[src/rtl/kgp_alu_pkg.sv]
// Shared ALU encodings and the multiply sequencer state encoding.
// Imported by the sequencer and by anything that drives or models the ALU.
package kgp_alu_pkg;

  localparam logic ALU_CLASS_ARITH = 1'b0;
  localparam logic ALU_CLASS_LOGIC = 1'b1;

  localparam logic ALU_FN_ADD = 1'b0;
  localparam logic ALU_FN_SUB = 1'b1;

  localparam logic [2:0] ALU_LOGIC_AND  = 3'b000;
  localparam logic [2:0] ALU_LOGIC_OR   = 3'b001;
  localparam logic [2:0] ALU_LOGIC_XOR  = 3'b010;
  localparam logic [2:0] ALU_LOGIC_NOR  = 3'b011;
  localparam logic [2:0] ALU_LOGIC_PASS = 3'b100;

  localparam logic [1:0] ST_IDLE = 2'd0;
  localparam logic [1:0] ST_RUN  = 2'd1;
  localparam logic [1:0] ST_DONE = 2'd2;

endpackage

[src/rtl/alu_mul_sequencer.sv]
// Shift-and-add unsigned multiplier that borrows the external ALU as its adder.
// One ALU add per multiplier bit; the 2*WIDTH product appears with a one-cycle done pulse.
//
// state   | meaning
// --------+-----------------------------------------------------------
// ST_IDLE | waiting for start; ALU operands held at zero
// ST_RUN  | WIDTH add/shift iterations, ALU owned by the sequencer
// ST_DONE | product registered, done pulses for this single cycle
module alu_mul_sequencer
  import kgp_alu_pkg::*;
#(
  parameter int  WIDTH = 32,
  localparam int CNT_W = $clog2(WIDTH) + 1
) (
  input  logic             clk,
  input  logic             rst,
  input  logic             start,
  input  logic [WIDTH-1:0] mcand,
  input  logic [WIDTH-1:0] mplier,
  output logic             busy,
  output logic             done,
  output logic [WIDTH-1:0] product_hi,
  output logic [WIDTH-1:0] product_lo,
  output logic [WIDTH-1:0] alu_x,
  output logic [WIDTH-1:0] alu_y,
  output logic             alu_fn,
  output logic             alu_fnclass,
  output logic [2:0]       alu_logicfn,
  input  logic [WIDTH-1:0] alu_value,
  input  logic             alu_carry
);

  localparam logic [CNT_W-1:0] LAST_ITER = CNT_W'(WIDTH - 1);

  logic [1:0]       state;
  logic [WIDTH-1:0] acc;
  logic [WIDTH-1:0] low;
  logic [WIDTH-1:0] mcand_r;
  logic [CNT_W-1:0] count;
  logic [WIDTH-1:0] acc_nxt;
  logic [WIDTH-1:0] low_nxt;

  // The carry re-enters as the accumulator MSB, so the sum is never truncated.
  assign acc_nxt = {alu_carry, alu_value[WIDTH-1:1]};
  assign low_nxt = {alu_value[0], low[WIDTH-1:1]};

  assign busy        = (state != ST_IDLE);
  assign alu_x       = (state == ST_RUN) ? acc : '0;
  assign alu_y       = (state == ST_RUN && low[0]) ? mcand_r : '0;
  assign alu_fn      = ALU_FN_ADD;
  assign alu_fnclass = ALU_CLASS_ARITH;
  assign alu_logicfn = 3'b000;

  always_ff @(posedge clk) begin
    if (rst) begin
      state      <= ST_IDLE;
      acc        <= '0;
      low        <= '0;
      mcand_r    <= '0;
      count      <= '0;
      product_hi <= '0;
      product_lo <= '0;
      done       <= 1'b0;
    end else begin
      done <= 1'b0;
      case (state)
        ST_IDLE: begin
          if (start) begin
            state   <= ST_RUN;
            acc     <= '0;
            low     <= mplier;
            mcand_r <= mcand;
            count   <= '0;
          end
        end
        ST_RUN: begin
          acc   <= acc_nxt;
          low   <= low_nxt;
          count <= count + 1'b1;
          // Final iteration: capture the fully shifted result directly.
          if (count == LAST_ITER) begin
            state      <= ST_DONE;
            product_hi <= acc_nxt;
            product_lo <= low_nxt;
            done       <= 1'b1;
          end
        end
        ST_DONE: begin
          state <= ST_IDLE;
        end
        default: begin
          state <= ST_IDLE;
        end
      endcase
    end
  end

endmodule

[config.mk]
export PLATFORM = sky130hd
export DESIGN_NAME = alu_mul_sequencer
export DESIGN_NICKNAME = d
export VERILOG_FILES = /design/src/rtl/kgp_alu_pkg.sv /design/src/rtl/alu_mul_sequencer.sv
export SDC_FILE = /design/constraint.sdc
export NUM_CORES = 1
export LEC_CHECK = 0
export BUFFER_PORTS_ARGS = -buffer_cell sky130_fd_sc_hd__buf_2
export CAP_MARGIN = 20
export CORE_MARGIN = 5
export CORE_UTILIZATION = 26
export DETAILED_ROUTE_END_ITERATION = 10
export MAX_ROUTING_LAYER = met4
export PLACE_DENSITY = 0.54
export SLEW_MARGIN = 20
export SYNTH_ARGS = -nofsm -noshare
export SYNTH_HDL_FRONTEND = slang
export SYNTH_SLANG_ARGS = --single-unit
export TNS_END_PERCENT = 50
[constraint.sdc]
create_clock -name clk -period 1.8 [get_ports clk]
set_clock_uncertainty 0.2 [all_clocks]
set_input_delay 0.18 -clock clk [delete_from_list [all_inputs] [get_ports clk]]
set_output_delay 0.18 -clock clk [all_outputs]
set_load 0.005 [all_outputs]
**Yosys cells after proc, flatten, opt, wreduce, memory -nomap -nowiden**

Cells that the tools add are included.

- Output and inout bits: 135
- Bits in read-only memories: 0
- Bits in writable memories: 0
- Input port bits: 100
- Bits in latches: 0
- Logic and storage cells: 35
- Register bits after elaboration: 169
- Memories: 0

- Equal/unequal tests: 4
- Order comparisons: 0
- Add/subtract/negate cells: 1
- Reduce and logical (&&, ||, !) cells: 9
- Multipliers: 0
- Mux-type cells: 12
- Shift operators: 0
- Divide/modulo/power cells: 0
- Bitwise operators: 1

Operators by type and width:

| kind | count |
|---|---|
| 2-to-1 mux 32 bit | 4 |
| one-hot mux 32 bit (2 select lines) | 2 |
| one-hot mux 6 bit (2 select lines) | 1 |
| AND reduction 2 bit | 4 |
| adder 6 x 1 -> 6 bit, second input constant | 1 |
| equality test 6 x 5 -> 1 bit, second input constant | 1 |
| 2-to-1 mux 6 bit | 1 |
| 2-to-1 mux 2 bit | 2 |
| one-hot mux 2 bit (2 select lines) | 1 |
| nonzero test 2 bit | 2 |
| equality test 2 x 1 -> 1 bit, second input constant | 1 |
| logical NOT 2 bit | 1 |
| inequality test 2 x 1 -> 1 bit, second input constant | 1 |
| inequality test 2 bit, second input constant | 1 |
| OR reduction 2 bit | 1 |
| logical AND 1 bit | 1 |
| 2-to-1 mux 1 bit | 1 |
| inverter 1 bit | 1 |

**Depth between registers and ports, before layout**

Gate-level depths: netlist (run 1).

- Depth in word-level cells: 3
- Gate-level depth with buffers: 7

**Worst setup path before layout (run 1)**

Ideal clock, no wire load.

- Path kind: flip-flop to flip-flop
- From: register count[0]
- To: register product_hi[10]
- Slack: 0.147 ns
- Arrival: 1.382 ns
- Library setup time: 0.072 ns
- Cell stages (with the launch flop): 7
- Path through: dfxtp_1 ha_1 nand4_1 nor3_1 buf_4 buf_6 mux2i_1

- Cells in the longest elaborated chain, start to end: 2

Ends and longest elaborated chain:

| item | RTL line | RTL |
|---|---|---|
| start: declaration | alu_mul_sequencer.sv:39 | `logic [CNT_W-1:0] count;` |
| start signal: assignment | alu_mul_sequencer.sv:79 | `count <= count + 1'b1;` |
| equality test 6 x 5 -> 1 bit | alu_mul_sequencer.sv:81 | `if (count == LAST_ITER) begin` |
| AND reduction 2 bit (no line) | n/a |  |
| end signal: assignment | alu_mul_sequencer.sv:83 | `product_hi <= acc_nxt;` |
| end: declaration | alu_mul_sequencer.sv:22 | `output logic [WIDTH-1:0] product_hi,` |

No other way between the ends.
A chain may end at the register's enable or synchronous reset.

**Worst setup path in the final report (run 1)**

- From: register state[0]
- To: output port alu_y[24]

- Cells in the longest elaborated chain, start to end: 3

Ends and longest elaborated chain:

| item | RTL line | RTL |
|---|---|---|
| start: declaration | alu_mul_sequencer.sv:35 | `logic [1:0] state;` |
| start signal: assignment | alu_mul_sequencer.sv:56 | `state <= ST_IDLE;` |
| start signal: assignment | alu_mul_sequencer.sv:69 | `state <= ST_RUN;` |
| start signal: assignment | alu_mul_sequencer.sv:82 | `state <= ST_DONE;` |
| equality test 2 x 1 -> 1 bit | alu_mul_sequencer.sv:49 | `assign alu_y = (state == ST_RUN && low[0]) ? mcand_r : '0;` |
| logical AND 1 bit | alu_mul_sequencer.sv:49 |  |
| 2-to-1 mux 32 bit | alu_mul_sequencer.sv:49 |  |
| end: declaration | alu_mul_sequencer.sv:25 | `output logic [WIDTH-1:0] alu_y,` |

No other way between the ends.

==> results of run 1 <==
report_power, final:
group / switching (uW) / internal, uW / total (uW)
sequential: 92.0 / 3890 / 3980
combinational: 562 / 601 / 1160
clock: 1720 / 2010 / 3740
through the flow:
stage / worst slack, ns / TNS [ns] / hold WS, ns
floorplan: 0.1468 / 0 / 0.1160
global placement: 0.06958 / 0 / 0.2227
detailed placement: 0.03149 / 0 / 0.2267
CTS: -0.1893 / -9.342 / 0.1168
global route: -0.2053 / -8.888 / 0.1645
finish: -0.1484 / -4.372 / 0.1400
per-layer routing:
metal | wire [um] | track usage [%] | vias up
li1 | - | - | 3452
met1 | 9894 | 17.42 | 3195
met2 | 11100 | 24.11 | 173
met3 | 979 | 2.542 | 19
met4 | 250 | 3.319 | 0
met5 | 0 | - | -
registers in the layout, summed over array words and instances, names as in the netlist:
name,count
acc,32
count,6
done,1
low,32
mcand_r,32
product_hi,32
product_lo,32
state,2
tightest hold or removal path: stages:
cell,delay (ns)
buf_2,0.10
o21ba_2,0.22
mux2_2,0.18
nor2_1,0.03
worst max path at each step:
stage                         from        endpoint  slack (ns)  cells past startpoint
after detailed placement  count[0]  product_lo[29]        0.03                      6
after global placement    count[0]  product_lo[28]        0.07                      6
after CTS                 state[0]       alu_y[24]       -0.19                      5
after floorplan           count[0]  product_hi[10]        0.15                      6
after global routing      state[0]        alu_x[3]       -0.21                      6
final                     state[0]       alu_y[24]       -0.15                      6
cell type report:
type                            instances  area [um2]
Multi-Input combinational cell        617        3602
Timing Repair Buffer                  367        2830
Clock inverter                         14       151.4
Sequential cell                       169        3393
Fill cell                            2774       16820
Tap cell                              378       473.0
Clock buffer                           18       439.2
cell families (layout without fill, tap and decap cells):
family          after synthesis  count (layout)  share of synthesized area, %
other cells                   1               5                       0.05154
compound gates               75              75                         5.400
buf+inv                      79             399                         5.727
simple gates                471             471                         33.19
mux                          65              65                         8.960
fa+ha+maj                     1               1                        0.1719
flops                       169             169                         46.50
synthesized netlist by cell type (all sizes together) (32+ instances only):
master / instances
nor4: 34
nand2: 100
and2: 32
dfxtp: 169
clkbuf: 39
and3: 32
nand3: 38
a21oi: 69
nand2b: 129
buf: 40
nor2: 97
mux2i: 64
repair_timing:
item | CTS | global route
endpoints found under the setup margin | 65 | 114
hold buffers | 98 | 0
pin swaps | 0 | 9
buffers inserted | 6 | 6
endpoints found under the hold margin | 135 | 0
resized for setup | 11 | 44
gates cloned | 4 | 1
==> flow_metrics.py, run 1 <==
metrics = {
    "global_routing": {
        "grt_pass1_vias": 6681,
        "grt_use_total_pct": 14.12,
        "grt_pass1_wl_um": 34740,
        "grt_max_degree": 83,
        "overflow": 0,
        "antenna_found_initial": 0,
    },
    "route": {
        "viasPerCell": 4.376,
        "vias": 6839,
        "routedWlPerCell_um": 14.22,
        "finalWirelength_um": 22220,
        "first_pass_iters": 4,
        "ant_nets": 0,
        "drt_iter0_drc": 403,
        "route.detailed.drc": 0,
    },
    "clocking": {
        "path_clk_slew_ns": 0.06,
        "root_buffer": "clkbuf_16",
        "htree_levels": 4,
        "cts.sinks": 169,
        "clk-insertion-delay-late_ns": 0.42,
        "cts_tree": "built",
        "cts_buffer_depth": 2,
        "cts_made_buffers": 17,
    },
    "status": {
        "outcome": "complete, but fails checks",
        "failed_checks": "setup timing",
    },
    "logic_synthesis": {
        "synthCells": 861,
        "yosys_warnings": 0,
        "synthDominantCellAreaShare_pct": 46.50,
        "netlist_area_um2": 7276,
        "yosys.area.top_type": "dfxtp_1",
        "seq_area_frac_synth_pct": 46.50,
        "synth_area_leaders": "dfxtp_1 47%, nand2b_1 11%, mux2i_1 8.8%, nand2_1 5.2%, nor2_1 5.0%",
        "postSynthAreaPerCell_um2": 8.450,
        "synth-edff-count": 0,
        "ys_types": 31,
        "synthFlopType": "dfxtp_1",
        "synthArstFlopShare_pct": 0,
        "ys_ff_latch": 169,
    },
    "sta": {
        "fin_crit_sh_pct": 108.2,
        "final-setup-viol-count": 65,
        "fin_crit_ns": 1.948,
        "rsz0062_at_grt": "true",
        "slew_viol_final": 0,
        "clock.fmax_mhz": 513.2,
        "setup_ws_ns": -0.1484,
        "hold_viol": 0,
    },
    "placed_design": {
        "dp_hpwl_um": 13760,
        "dp_cells": 1418,
        "placed_area_um2": 8879,
        "routabilityCongestion": 0.7500,
        "port-buffer-count": 229,
    },
    "floorplanning": {
        "die_h_um": 177.3,
        "start_util_pct": 26.26,
        "io_pins": 235,
        "core_area_um2": 27710,
        "die_width_um": 177.3,
        "die_area_um2": 31430,
        "num_rows": 61,
    },
    "final_layout": {
        "final_cell_count_no_fill": 1563,
        "layout_common_cells": "211 x buf_2, 165 x dfxtp_1, 128 x nand2b_1",
        "nets": 1273,
        "utilization_pct": 39.30,
        "layout_commonest_cell": "buf_2",
        "drive_above_1_share_pct": 28.35,
        "insertedDiodeCount": 0,
        "area_growth_pct": 49.66,
        "finish.instance_area_um2": 10890,
    },
    "setup_path": {
        "critical_path_class": "flip-flop to output pin",
        "crit_chain": "nor2b_4 > buf_12 > buf_12 > buf_16 > and3_1 > buf_2",
        "end_kind": "output pin",
        "reg2reg_depth": 6,
        "critPathBufInv": 4,
        "path_delay_family": "buffers and inverters",
        "rrSetupSlack_ns": 0.12,
        "slowest_stage": "dfxtp_4",
        "r2r-start": "count[0]",
        "reg2reg_to": "product_hi[24]",
        "cp_common_cell": "buf_12",
        "critPathRequiredTime_ns": 1.42,
        "cpPeakStageDelay_ns": 0.34,
        "arrival_ns": 1.57,
        "critPathLaunchType": "flip-flop",
        "path_max_fanout": 7,
    },
    "min_path": {
        "hp-start": "start",
        "hold_end": "count[0]",
        "min_path_type": "primary input to flip-flop",
        "hold_depth": 4,
    },
    "pwr": {
        "power.density_nw_per_um2": 815.9,
        "finalPower_uw": 8884,
        "p_leak_uw": 0.004706,
        "max-vdd-ir-drop_mv": 0.4279,
    },
    "run": {
        "maxCapViolations": 0,
    },
}
(Power assumes the default switching activity.)
==> run 2, diff against run 1 <==
CORE_ASPECT_RATIO = 0.7   (was not set)
==> run 2 against run 1 <==
Against the previous run: the flow still finishes with violations (setup timing); sequential power is essentially flat; cell area grew 5.6%; combinational power grew 11%; sequential share of layout area shrank 1.7 points; maximum frequency shrank 1.2%; utilization grew 2.2 points; global-route usage grew 1.4 points; routed wire length grew 9.1%; hold slack gained 0.0079 ns; sequential cell count is the same; critical path type unchanged; critical endpoint is now alu_y[13].
==> flow_metrics.py, run 2 (same netlist as run 1, synthesis figures left out) <==
metrics = {
    "floorplanning": {
        "die_h_um": 150.0,
        "core_area_um2": 27690,
        "io_pins": 235,
        "num_rows": 51,
        "die_area_um2": 31480,
        "die_width_um": 209.9,
        "start_util_pct": 26.27,
    },
    "route": {
        "finalWirelength_um": 24240,
        "route.detailed.drc": 0,
        "vias": 6928,
        "first_pass_iters": 4,
        "drt_iter0_drc": 300,
        "routedWlPerCell_um": 15.44,
        "viasPerCell": 4.413,
        "ant_nets": 0,
    },
    "setup_path": {
        "crit_chain": "nor2b_4 > buf_6 > buf_8 > buf_16 > and3_1 > buf_2",
        "critPathBufInv": 4,
        "slowest_stage": "dfxtp_4",
        "reg2reg_to": "product_hi[22]",
        "end_kind": "output pin",
        "critPathLaunchType": "flip-flop",
        "critical_path_class": "flip-flop to output pin",
        "reg2reg_depth": 5,
        "cp.depth": 6,
        "r2r-start": "state[1]",
        "arrival_ns": 1.59,
        "path_max_fanout": 7,
        "rrSetupSlack_ns": 0.02,
        "critPathRequiredTime_ns": 1.42,
        "path_delay_family": "buffers and inverters",
        "cpPeakStageDelay_ns": 0.34,
    },
    "final_layout": {
        "layout_common_cells": "170 x buf_2, 165 x dfxtp_1, 128 x nand2b_1",
        "n_fill_cell": 2730,
        "layout.area.seq_um2": 3393,
        "multi_input_area_um2": 3746,
        "nets": 1287,
        "final_cell_count_no_fill": 1570,
        "drive_above_1_share_pct": 32.03,
        "area_growth_pct": 58.11,
        "insertedDiodeCount": 0,
        "utilization_pct": 41.54,
        "layout_commonest_cell": "buf_2",
    },
    "clocking": {
        "cts_made_buffers": 17,
        "cts_tree": "built",
        "cts.sinks": 169,
        "htree_levels": 4,
        "path_clk_slew_ns": 0.07,
        "cts_buffer_depth": 2,
        "clk-insertion-delay-late_ns": 0.43,
        "root_buffer": "clkbuf_16",
    },
    "status": {
        "failed_checks": "setup timing",
        "outcome": "complete, but fails checks",
    },
    "sta": {
        "setup_ws_ns": -0.1714,
        "final-setup-viol-count": 64,
        "rsz0062_at_grt": "true",
        "slew_viol_final": 0,
        "clock.fmax_mhz": 507.3,
        "hold_viol": 0,
        "setup_tns_ns": -8.751,
        "fin_crit_ns": 1.971,
        "fin_crit_sh_pct": 109.5,
    },
    "pwr": {
        "power_frac_comb_pct": 14.6,
        "max-vdd-ir-drop_mv": 0.6285,
        "power_frac_clock_pct": 40.1,
        "power.density_nw_per_um2": 766.5,
        "switchingPower_uw": 2399,
        "power.internal_uw": 6419,
        "p_seq_share_pct": 45.3,
        "p_sw_share_pct": 27.20,
        "p_leak_uw": 0.004801,
    },
    "min_path": {
        "hold_depth": 5,
        "hp-start": "start",
        "min_path_type": "primary input to flip-flop",
        "hold_end": "mcand_r[5]",
    },
    "placed_design": {
        "dp_hpwl_um": 14770,
        "routabilityCongestion": 0.7696,
        "port-buffer-count": 229,
        "dp_cells": 1416,
    },
    "global_routing": {
        "grt_pass1_wl_um": 37760,
        "antenna_found_initial": 0,
        "overflow": 0,
        "grt_pass1_vias": 6908,
        "grt_use_total_pct": 15.47,
        "grt_max_degree": 58,
    },
    "run": {
        "maxCapViolations": 0,
    },
}
run 2: cell types whose count changed in the layout (fill, tap and decap cells not counted), sizes merged:
cell	previous run	this run
buf	267	280
clkinvlp	0	4
inv	9	6
clkbuf	19	21
bufinv	1	0
clkinv	4	3
run 2: power groups by stage:
stage | logic, uW | registers, uW | clock network [uW]
floorplan | 547 | 4050 | 0
global placement | 884 | 4070 | 0
detailed placement | 886 | 4070 | 0
CTS | 1280 | 3990 | 3680
global route | 1420 | 4010 | 3830
finish | 1290 | 3990 | 3540
run 2: metrics by stage:
step / cell area (um2) / worst slack [ns] / hold WS, ns / total power [uW]
floorplan: 7291 / 0.1468 / 0.1160 / 4593
global placement: 8870 / 0.03078 / 0.2210 / 4952
detailed placement: 8870 / -0.02014 / 0.2233 / 4958
CTS: 11280 / -0.2013 / 0.1279 / 8954
global route: 11500 / -0.2602 / 0.1343 / 9263
finish: 11500 / -0.1714 / 0.1479 / 8818
run 2: cell type report:
class / instances / share of cell area [%]
multi-input cells: 617 / 32.56
repair buffers: 381 / 29.10
clock buffers: 19 / 3.850
well taps: 371 / 4.035
clock inverters: 13 / 0.9572
flip-flops and latches: 169 / 29.50
run 2: routing by layer:
metal	global-route usage [%]	up-vias	wire length (um)
met5	-	-	0
met1	20.10	3237	11630
met4	3.326	0	229
met3	4.149	15	1338
li1	-	3498	-
met2	24.40	178	11050
run 2: timing repair:
item / in CTS / in global routing
hold buffers: 98 / 0
hold endpoints to repair: 129 / 0
resized for setup: 128 / 32
setup endpoints to repair: 79 / 151
pin swaps: 49 / 6
setup buffers: 9 / 6
cloned: 9 / 2
run 2: worst max-delay path by stage:
stage               slack [ns]  startpoint             end
floorplan                 0.15    count[0]  product_hi[10]
global placement          0.03    state[1]         low[31]
detailed placement       -0.02    state[1]         low[14]
CTS                      -0.20    state[0]       alu_y[24]
global route             -0.26    state[0]        alu_y[5]
finish                   -0.17    state[0]       alu_y[13]
run 2: worst register-to-register path, delay by kind of cell (launching register included):
kind                   cells  cell delay [ns]
buffers and inverters      2             0.51
flip-flops                 1             0.36
multiplexers               1             0.24
AND/OR/NAND/NOR            2             0.41
==> run 3, diff against run 2 <==
clock period = 2.1 ns   (was 1.8 ns; I/O delays follow)
==> run 3 against run 2 <==
Against the previous run: the flow now finishes without violations; global-route usage down 0.83 points; cell count decreased by 1.7%; critical path depth fell by 1; first-iteration DRC count rose by 20%; via count is 1.6% lower; total power fell by 16%; sequential cell count is the same; sequential share of layout area grew 2.7 points; register-to-register slack improved by 0.13 ns; largest power group unchanged.
==> flow_metrics.py, run 3 (same netlist as run 1, synthesis figures left out) <==
metrics = {
    "pwr": {
        "power_frac_clock_pct": 41.2,
        "power.internal_uw": 5480,
        "power_frac_comb_pct": 12.7,
        "power.density_nw_per_um2": 707.1,
        "p_leak_uw": 0.004576,
        "p_sw_share_pct": 26.19,
        "p_seq_share_pct": 46.0,
        "max-vdd-ir-drop_mv": 0.5511,
        "switchingPower_uw": 1944,
    },
    "global_routing": {
        "grt_use_total_pct": 14.65,
        "overflow": 0,
        "antenna_found_initial": 1,
        "grt_pass1_vias": 6721,
        "grt_max_degree": 66,
        "grt_pass1_wl_um": 36110,
    },
    "sta": {
        "setup_tns_ns": 0,
        "final-setup-viol-count": 0,
        "rsz0062_at_grt": "true",
        "setup_ws_ns": 0.08396,
        "fin_crit_sh_pct": 96.00,
        "fin_hold_ws_ns": 0.05868,
        "clock.fmax_mhz": 496.0,
        "hold_viol": 0,
        "slew_viol_final": 0,
        "fin_crit_ns": 2.016,
    },
    "final_layout": {
        "utilization_pct": 37.91,
        "area_growth_pct": 44.32,
        "n_fill_cell": 2866,
        "final_cell_count_no_fill": 1544,
        "layout_common_cells": "228 x buf_2, 167 x dfxtp_1, 128 x nand2b_1",
        "layout_commonest_cell": "buf_2",
        "nets": 1261,
        "drive_above_1_share_pct": 25.51,
    },
    "floorplanning": {
        "num_rows": 51,
        "core_area_um2": 27690,
        "die_area_um2": 31480,
        "start_util_pct": 26.27,
        "die_h_um": 150.0,
        "die_width_um": 209.9,
        "io_pins": 235,
    },
    "route": {
        "first_pass_iters": 5,
        "route.detailed.drc": 0,
        "ant_nets": 0,
        "routedWlPerCell_um": 15.14,
        "viasPerCell": 4.415,
        "vias": 6817,
        "finalWirelength_um": 23380,
        "drt_iter0_drc": 360,
    },
    "placed_design": {
        "dp_cells": 1408,
        "dp_hpwl_um": 14610,
        "pre_cts_ws_ns": 0.1444,
        "routabilityCongestion": 0.7590,
        "port-buffer-count": 229,
    },
    "clocking": {
        "clk-insertion-delay-late_ns": 0.43,
        "root_buffer": "clkbuf_16",
        "cts.sinks": 169,
        "cts_tree": "built",
        "path_clk_slew_ns": 0.07,
        "cts_buffer_depth": 2,
        "htree_levels": 4,
        "cts_made_buffers": 17,
    },
    "min_path": {
        "min_path_type": "primary input to flip-flop",
        "hold_depth": 4,
    },
    "setup_path": {
        "critPathRequiredTime_ns": 1.69,
        "critical_path_class": "flip-flop to output pin",
        "critPathLaunchType": "flip-flop",
        "path_max_fanout": 31,
        "rrSetupSlack_ns": 0.15,
        "end_kind": "output pin",
        "arrival_ns": 1.61,
        "reg2reg_depth": 5,
    },
    "run": {
        "maxCapViolations": 0,
    },
    "status": {
        "outcome": "finished, final reports clean",
    },
}
## run 3: what timing repair did
item / CTS / global route
hold buffers: 98 / 0
endpoints found under the hold margin: 129 / 0
endpoints found under the setup margin: 24 / 22
setup buffers: 0 / 3
gates cloned: 0 / 3
gates resized for setup: 4 / 1
## run 3: power groups by stage
| stage | Sequential, uW | Combinational [uW] | Clock, uW |
|---|---|---|---|
| finish | 3420 | 946 | 3060 |
| CTS | 3420 | 902 | 3180 |
| detailed placement | 3490 | 758 | 0 |
| global route | 3430 | 1050 | 3310 |
| global placement | 3490 | 753 | 0 |
| floorplan | 3470 | 469 | 0 |
## run 3: critical path, stage by stage, from the launching register on
cell and delay (ns):
dfxtp_2 0.45, nor2b_4 0.08, buf_12 0.13, clkbuf_16 0.19
and3_1 0.19, buf_2 0.12
## run 3: metal layers
layer / GRT usage, % / up-vias / routed length, um
li1: - / 3431 / -
met1: 19.34 / 3182 / 11440
met2: 22.71 / 193 / 10300
met3: 3.772 / 11 / 1453
met4: 3.391 / 0 / 194
met5: - / - / 0
## run 3: worst paths after layout
| kind | start | to |
|---|---|---|
| setup / recovery | state[1] | alu_y[2] |
| setup reg to reg | count[0] | product_hi[29] |
| hold reg to reg | mcand_r[1] | mcand_r[1] |
| hold / removal | start | mcand_r[26] |
## run 3: per-stage QoR
stage               instance area [um2]  power [uW]
finish                            10500        7425
floorplan                          7291        3937
detailed placement                 8835        4248
CTS                               10380        7503
global route                      10500        7798
global placement                   8835        4238
## run 3: layout make-up
type	count	area (um2)	share of cell area, %
antenna	1	2.502	0.02383
tap	371	464.2	4.421
clock buffer	23	498.0	4.743
timing repair buffer	355	2559	24.37
sequential	169	3386	32.24
clock inverter	8	60.06	0.5720
multi-input combinational	617	3531	33.63
